File: config.mk
export PLATFORM = sky130hd
export DESIGN_NAME = fxp_to_float_seq
export DESIGN_NICKNAME = d
export VERILOG_FILES = /design/src/rtl/fxp_float_pkg.sv /design/src/rtl/fxp_float_pack.sv /design/src/rtl/fxp_to_float_seq.sv
export SDC_FILE = /design/constraint.sdc
export NUM_CORES = 1
export LEC_CHECK = 0
export CAP_MARGIN = 20
export CORE_UTILIZATION = 48
export CTS_CLUSTER_SIZE = 20
export DETAILED_ROUTE_END_ITERATION = 16
export PLACE_DENSITY = 0.73
export SETUP_SLACK_MARGIN = 0.3
export SLEW_MARGIN = 0
export SYNTH_ARGS = -nofsm -noshare
export SYNTH_HDL_FRONTEND = slang
export SYNTH_HIERARCHICAL = 1
export SYNTH_SLANG_ARGS = --single-unit
File: constraint.sdc
create_clock -name clk -period 1.7 [get_ports clk]
set_input_delay 0.34 -clock clk [delete_from_list [all_inputs] [get_ports clk]]
set_output_delay 0.34 -clock clk [all_outputs]
set_load 0.05 [all_outputs]
File: src/rtl/fxp_float_pkg.sv
// Shared constants and FSM state type for the fixed-point to IEEE-754 single converter.
package fxp_float_pkg;
  localparam int FP32_BIAS   = 127;
  localparam int FP32_MANT_W = 23;
  localparam int FP32_EXP_W  = 8;

  typedef enum logic [1:0] {IDLE, NORM, PACK, OUT} state_e;
endpackage

File: src/rtl/fxp_float_pack.sv
// Combinational packing of a normalized magnitude into an FP32 word: mantissa alignment,
// optional half-up rounding with carry into the exponent, and zero handling. No storage.
module fxp_float_pack
  import fxp_float_pkg::*;
#(
  parameter int W     = 16,
  parameter bit ROUND = 1'b1
) (
  input  logic                  sign_i,
  input  logic [FP32_EXP_W-1:0] exp_i,
  input  logic [W-1:0]          mag_i,
  output logic [31:0]           word_o
);
  // Fraction bits below the hidden one, padded with enough zeros that the round bit always
  // exists: it lands on a pad zero whenever the fraction already fits in 23 bits.
  localparam int EW = W + FP32_MANT_W;

  logic [EW-1:0]            ext;
  logic [FP32_MANT_W-1:0]   frac_trunc;
  logic                     rnd_bit;
  logic [FP32_MANT_W:0]     frac_sum;
  logic [FP32_EXP_W-1:0]    exp_adj;
  logic                     unused_low;

  assign ext        = {mag_i[W-2:0], {(FP32_MANT_W+1){1'b0}}};
  assign frac_trunc = ext[EW-1 -: FP32_MANT_W];
  assign rnd_bit    = ROUND ? ext[W-1] : 1'b0;
  assign frac_sum   = {1'b0, frac_trunc} + {{FP32_MANT_W{1'b0}}, rnd_bit};
  // On carry the low 23 bits of frac_sum are already zero.
  assign exp_adj    = exp_i + {{(FP32_EXP_W-1){1'b0}}, frac_sum[FP32_MANT_W]};
  assign unused_low = ^ext[W-2:0];

  always_comb begin
    word_o = 32'h0000_0000;
    if (mag_i != '0) begin
      word_o = {sign_i, exp_adj, frac_sum[FP32_MANT_W-1:0]};
    end
  end
endmodule

File: src/rtl/fxp_to_float_seq.sv
// Signed fixed-point to FP32 converter, one normalization shift per cycle; latency n+2.
// One word in flight: i_ready low from accept until o_valid/o_ready handshake; o_data held.
module fxp_to_float_seq
  import fxp_float_pkg::*;
#(
  parameter int WII   = 8,
  parameter int WIF   = 8,
  parameter bit ROUND = 1'b1
) (
  input  logic                 clk,
  input  logic                 rst,
  input  logic [WII+WIF-1:0]   i_data,
  input  logic                 i_valid,
  output logic                 i_ready,
  output logic [31:0]          o_data,
  output logic                 o_valid,
  input  logic                 o_ready
);
  localparam int W = WII + WIF;
  localparam logic [FP32_EXP_W-1:0] EXP_INIT = FP32_EXP_W'(FP32_BIAS + W - 1 - WIF);

  state_e                  state_q, state_d;
  logic [W-1:0]            mag_q, mag_d;
  logic [FP32_EXP_W-1:0]   exp_q, exp_d;
  logic                    sign_q, sign_d;
  logic [31:0]             out_data_q, out_data_d;
  logic                    out_valid_q, out_valid_d;
  logic [31:0]             pack_word;

  fxp_float_pack #(.W(W), .ROUND(ROUND)) u_pack (
    .sign_i (sign_q),
    .exp_i  (exp_q),
    .mag_i  (mag_q),
    .word_o (pack_word)
  );

  always_comb begin
    state_d     = state_q;
    mag_d       = mag_q;
    exp_d       = exp_q;
    sign_d      = sign_q;
    out_data_d  = out_data_q;
    out_valid_d = out_valid_q;
    case (state_q)
      IDLE: begin
        if (i_valid) begin
          sign_d  = i_data[W-1];
          // Negating the most negative word wraps to 2^(W-1), the correct unsigned magnitude.
          mag_d   = i_data[W-1] ? -i_data : i_data;
          exp_d   = EXP_INIT;
          state_d = NORM;
        end
      end
      NORM: begin
        if (mag_q == '0 || mag_q[W-1]) begin
          state_d = PACK;
        end else begin
          mag_d = mag_q << 1;
          exp_d = exp_q - 1'b1;
        end
      end
      PACK: begin
        out_data_d  = pack_word;
        out_valid_d = 1'b1;
        state_d     = OUT;
      end
      OUT: begin
        if (o_ready) begin
          out_valid_d = 1'b0;
          state_d     = IDLE;
        end
      end
      default: state_d = IDLE;
    endcase
  end

  always_ff @(posedge clk or posedge rst) begin
    if (rst) begin
      state_q     <= IDLE;
      mag_q       <= '0;
      exp_q       <= '0;
      sign_q      <= 1'b0;
      out_data_q  <= 32'h0000_0000;
      out_valid_q <= 1'b0;
    end else begin
      state_q     <= state_d;
      mag_q       <= mag_d;
      exp_q       <= exp_d;
      sign_q      <= sign_d;
      out_data_q  <= out_data_d;
      out_valid_q <= out_valid_d;
    end
  end

  assign i_ready = (state_q == IDLE);
  assign o_data  = out_data_q;
  assign o_valid = out_valid_q;
endmodule

==> results of run 1 <==
layer usage:
layer	GRT usage	wire length [um]	vias up
li1	-	-	1342
met2	0.5641	6558	254
met5	0	0	-
met4	0.1364	950	0
met1	0.4274	4952	1639
met3	0.05506	1200	89
flip-flops by register name, indices dropped and copies added, names as in the netlist:
signal   count
exp_q        8
mag_q       16
o_data      32
o_valid      1
sign_q       1
state_q      2
worst min-delay path, stage by stage:
cell,delay [ns]
clkdlybuf4s50_1,0.46
clkinvlp_4,0.15
buf_12,0.19
worst max-delay path by stage:
stage               startpoint        end  depth (start not counted)
CTS                  i_data[7]  mag_q[13]                          6
finish                mag_q[1]   mag_q[3]                          8
global route          mag_q[6]   mag_q[9]                          9
detailed placement   i_data[8]  mag_q[13]                          6
floorplan            i_data[4]  mag_q[13]                          6
global placement     i_data[8]  mag_q[13]                          6
Yosys cell counts, types with 4 or more instances:
cell | instances | area, sq um
nand2_1 | 18 | 67.56
nor4_1 | 5 | 31.28
xor2_1 | 6 | 52.55
dfrtp_1 | 60 | 1501
o41ai_1 | 5 | 43.79
or3_1 | 4 | 25.02
a21oi_1 | 4 | 20.02
mux2_2 | 34 | 382.9
a41oi_1 | 9 | 78.83
clkbuf_1 | 23 | 86.33
ha_1 | 6 | 75.07
o21ai_0 | 18 | 90.09
nand4_1 | 4 | 25.02
xnor2_1 | 9 | 78.83
nand2b_1 | 4 | 25.02
buf_4 | 8 | 60.06
nor2_1 | 9 | 33.78
nor2b_1 | 4 | 25.02
mux2i_1 | 11 | 110.1
inv_1 | 21 | 78.83
o21ai_1 | 5 | 25.02
per-stage QoR:
| step | instance area [sq um] | power [W] | util |
|---|---|---|---|
| CTS | 5348 | 0.01110 | 0.8327 |
| floorplan | 3405 | 0.006050 | - |
| global route | 5623 | 0.01291 | 0.8755 |
| finish | 5623 | 0.01260 | 0.8755 |
| detailed placement | 4250 | 0.007686 | 0.6618 |
| global placement | 4250 | 0.007518 | 0.6618 |
cell families (layout without fill, tap and decap cells):
group	Yosys count	in the layout	synth area share
xor gates and xnor gates	15	15	0.04057
AOI/OAI and AO/OA	57	58	0.1244
adders and majority gates	6	6	0.02318
DFF	60	60	0.4637
muxes	45	45	0.1522
buffers and inverters	57	195	0.08037
other	1	8	0.001158
and+or+nand+nor	63	63	0.1144
layout make-up:
type / instances / share of cell area
multi-input combinational: 195 / 0.3763
timing repair buffer: 158 / 0.2839
sequential: 60 / 0.2675
clock buffer: 10 / 0.02448
tap: 77 / 0.01713
clock inverter: 6 / 0.01558
inverter: 21 / 0.01513
report_power, final:
part / leakage [nW] / switching [W] / internal [W]
clock: 0.105 / 0.000667 / 0.000863
sequential: 0.721 / 0.000587 / 0.00207
combinational: 1.73 / 0.00442 / 0.00399
timing repair:
action | CTS | global route
endpoints found under the setup margin | 59 | 61
setup buffers | 20 | 9
pin swaps | 47 | 16
gates cloned | 8 | 4
gates resized for setup | 143 | 38
==> results.py, run 1 <==
metrics = {
    "min_path": {
        "min_path_type": "primary input to async pin",
    },
    "floorplanning": {
        "die_w_um": 84.14,
        "die_h_um": 84.14,
        "dieArea_sq_mm": 0.007079,
        "initial_utilization": 0.5042,
        "core-area_sq_mm": 0.006422,
        "pin_count": 54,
        "rows": 29,
    },
    "run": {
        "drv_cap": 0,
    },
    "grt": {
        "overflow": 0,
        "grt_pass1_wl_um": 17850,
        "grt_max_degree": 37,
        "antenna_found_initial": 0,
        "grt_pass1_vias": 3205,
        "grt_usage": 0.3334,
    },
    "clock_tree": {
        "clock_latency_ns": 0.36,
        "ctsLongestPathBuffers": 2,
        "hold_buffers": 0,
        "cts_tree": "built",
        "cts_made_buffers": 9,
        "cts_num_sinks": 60,
        "clkTransAtPathRegs_ns": 0.08,
        "h-tree-depth": 3,
        "cts_root_buf": "clkbuf_8",
    },
    "logic_synthesis": {
        "synth_warnings": 6,
        "synth_flop_cell": "dfrtp_1",
        "synth_cell_types": 43,
        "synth_cells": 304,
        "synth_edf_count": 0,
        "postSynthAreaPerCell_sq_um": 10.65,
        "yosys_register_bits": 60,
        "netlist_area_sq_mm": 0.003238,
        "synth_seq_area_share": 0.4637,
        "synth-async-reset-ratio": 1.000,
    },
    "sta": {
        "fmax_ghz": 0.5194,
        "setup_ws_ns": -0.2253,
        "tns_ns": -4.109,
        "rsz0062_at_grt": "true",
        "period_share": 1.133,
        "relSlewSlack": 0.5317,
        "timing.hold.ws_ns": 0.4295,
        "fin_skew_ns": 0.01700,
        "slew_violations": 0,
        "finalSetupViolCount": 37,
        "tightest_slew_ns": 0.6971,
        "final_hold_viol_count": 0,
        "period_needed_ns": 1.925,
    },
    "critical_path": {
        "crit_chain": "nor4_1, nand4_1, buf_6, buf_4, a21oi_4, buf_6, nand2_2, o21ai_1",
        "cpMostUsedCell": "buf_6",
        "crit_fanout": 4,
        "worstSetupPathType": "register to register",
        "required_ns": 1.97,
        "reg2reg_slack_ns": -0.23,
        "slowest_stage": "dfrtp_1",
        "r2r_end": "mag_q[3]",
        "critical_path_arrival_ns": 2.19,
        "crit_buf_inv": 3,
        "crit_path_start_kind": "register",
        "critPathMaxStageDelay_ns": 0.43,
        "path_delay_family": "simple AND/OR/NAND/NOR gates",
        "crit_path_end_kind": "register",
        "rr_startpoint": "mag_q[1]",
        "rr_worst_depth": 8,
    },
    "detailed_routing": {
        "via_count": 3324,
        "wl_per_cell_um": 25.92,
        "ant_nets": 0,
        "wl_um": 13660,
        "drt_iter0_markers": 315,
        "avgViaCountPerCell": 6.307,
        "route.detailed.drc": 10,
        "dr.pass1.iters": 12,
    },
    "finish": {
        "mostFrequentLayoutCell": "buf_4",
        "regArea_sq_mm": 0.001504,
        "final_cells": 527,
        "drive_gt1_frac": 0.6067,
        "final_cell_mix": "97 x buf_4, 58 x dfrtp_1, 33 x mux2_4, 24 x buf_6, 14 x inv_1",
        "nNetsFinal": 471,
        "area_delta_synth_final_pct": 73.65,
        "num_antenna_cells": 0,
        "multi_input_area_sq_mm": 0.002116,
        "nFillCells": 261,
    },
    "place": {
        "place_congestion": 0.8753,
        "io_buffers": 53,
        "place_ws_ns": -0.7084,
        "hpwl_um": 5415,
        "dp_cells": 470,
    },
    "run_status": {
        "outcome": "finished, violations left",
        "violations": "DRC, setup timing",
    },
    "power": {
        "vdd_drop_max_mv": 1.357,
        "power_density_mw_per_mm2": 2241,
        "p_leak_nw": 2.550,
    },
}
Note: power is estimated with default switching activity, not from simulation.
==> inputs of run 2 (changes only) <==
- CORE_UTILIZATION: 48 -> 50
- clock period: 1.7 -> 1.89 ns (I/O delays scaled with it)
==> results.py, run 2 (same netlist as run 1, synthesis figures left out) <==
metrics = {
    "detailed_routing": {
        "drt_iter0_markers": 136,
        "via_count": 2752,
        "avgViaCountPerCell": 5.651,
        "wl_um": 8368,
        "dr.pass1.iters": 4,
        "ant_nets": 0,
        "wl_per_cell_um": 17.18,
        "route.detailed.drc": 0,
    },
    "finish": {
        "area_delta_synth_final_pct": 50.62,
        "largest_reg_flops": 32,
        "multi_input_area_sq_mm": 0.001896,
        "mostFrequentLayoutCell": "buf_4",
        "fin_area_sq_mm": 0.004877,
        "regArea_sq_mm": 0.001501,
        "num_antenna_cells": 0,
        "nNetsFinal": 433,
        "nFillCells": 340,
        "final_core_util": 0.8001,
        "drive_gt1_frac": 0.5485,
        "final_cell_mix": "71 x buf_4, 60 x dfrtp_1, 32 x mux2_2, 14 x inv_1, 12 x clkbuf_2",
    },
    "power": {
        "intPower_w": 0.004916,
        "clockPowerShare": 0.128,
        "power.net_switching_w": 0.004076,
        "sw_frac_of_total": 0.4533,
        "vdd_drop_max_mv": 1.385,
        "power_density_mw_per_mm2": 1844,
        "power.share.combinational": 0.621,
        "seqPwrFrac": 0.251,
        "p_leak_nw": 2.174,
    },
    "clock_tree": {
        "cts_tree": "built",
        "clock_latency_ns": 0.35,
        "cts_made_buffers": 9,
        "cts_num_sinks": 60,
        "cts_root_buf": "clkbuf_8",
        "clkTransAtPathRegs_ns": 0.08,
        "ctsLongestPathBuffers": 2,
        "h-tree-depth": 3,
    },
    "grt": {
        "grt_max_degree": 61,
        "grt_pass1_vias": 2493,
        "overflow": 0,
        "grt_usage": 0.2481,
        "grt_pass1_wl_um": 12250,
        "antenna_found_initial": 0,
    },
    "sta": {
        "final_hold_viol_count": 0,
        "finalSetupViolCount": 0,
        "period_share": 0.9644,
        "timing.hold.ws_ns": 0.4437,
        "fmax_ghz": 0.5486,
        "fin_skew_ns": 0.01424,
        "setup_ws_ns": 0.06731,
        "period_needed_ns": 1.823,
        "rsz0062_at_grt": "true",
        "tns_ns": 0,
        "slew_violations": 0,
    },
    "critical_path": {
        "required_ns": 2.12,
        "crit_path_start_kind": "register",
        "critical_path_arrival_ns": 2.06,
        "crit_chain": "nor4_2, nand4_1, buf_4, nand2_2, o21ai_0, a22o_1",
        "worstSetupPathType": "register to register",
        "crit_fanout": 4,
        "critPathMaxStageDelay_ns": 0.40,
        "crit_path_end_kind": "register",
        "slowest_stage": "dfrtp_1",
    },
    "floorplanning": {
        "initial_utilization": 0.5312,
        "pin_count": 54,
        "die_w_um": 82.48,
        "rows": 28,
        "dieArea_sq_mm": 0.006802,
        "core-area_sq_mm": 0.006096,
        "die_h_um": 82.48,
    },
    "place": {
        "place_congestion": 0.8148,
        "place_ws_ns": -0.5684,
        "hpwl_um": 4893,
        "io_buffers": 53,
        "placed_area_sq_mm": 0.004131,
    },
    "run": {
        "drv_cap": 0,
    },
    "min_path": {
        "min_path_type": "primary input to async pin",
    },
    "run_status": {
        "outcome": "finished, final reports clean",
    },
}
## run 2: worst max-delay path: cells and delay by family, from the launching register on
family / cells / cell delay, ns
AO/OA/AOI/OAI: 2 / 0.37
buffers and inverters: 1 / 0.24
flip-flops: 1 / 0.40
AND/OR/NAND/NOR: 3 / 0.71
## run 2: final cells by class
cell class / count / share of cell area
multi-input combinational: 194 / 0.3887
sequential: 60 / 0.3079
timing repair buffer: 121 / 0.2273
clock buffer: 10 / 0.02617
tap: 75 / 0.01924
inverter: 21 / 0.01744
clock inverter: 6 / 0.01334
## run 2: metrics by stage
stage | cells | total power (W)
floorplan | 311 | 0.005303
global placement | 455 | 0.006569
detailed placement | 455 | 0.006672
CTS | 483 | 0.008528
global route | 487 | 0.009448
finish | 487 | 0.008992
## run 2: power by group through the flow
stage	Sequential [W]	Combinational, W	Clock (W)
after floorplan	0.00336	0.00195	0
after global placement	0.00220	0.00437	0
after detailed placement	0.00223	0.00444	0
after CTS	0.00223	0.00514	0.00115
after global routing	0.00232	0.00589	0.00123
final	0.00226	0.00558	0.00115
## run 2: path summary, 6_finish.rpt
| kind | startpoint | endpoint | slack [ns] | cells past startpoint |
|---|---|---|---|---|
| setup / recovery | mag_q[7] | exp_q[4] | 0.07 | 6 |
| max in group asynchronous | rst | mag_q[15] | 1.13 | 3 |
| setup reg to reg | mag_q[7] | exp_q[4] | 0.07 | 6 |
| hold reg to reg | o_data[1] | o_data[1] | 0.51 | 1 |
| hold / removal | rst | o_data[16] | 0.44 | 3 |
| min in group clk | o_data[1] | o_data[1] | 0.51 | 1 |
## run 2: metal layers
metal	vias to the layer above	global-route usage	routed length, um
li1	1262	-	-
met1	1357	0.3219	3559
met2	111	0.3901	4140
met3	22	0.06593	463
met4	0	0.1053	204
met5	-	0	0
## run 2: timing repair
item / in CTS / in global routing
endpoints found under the setup margin: 46 / 48
gates resized for setup: 120 / 50
pin swaps: 31 / 11
setup buffers: 8 / 3
hold buffers: 0 / 0
cloned: 4 / 1
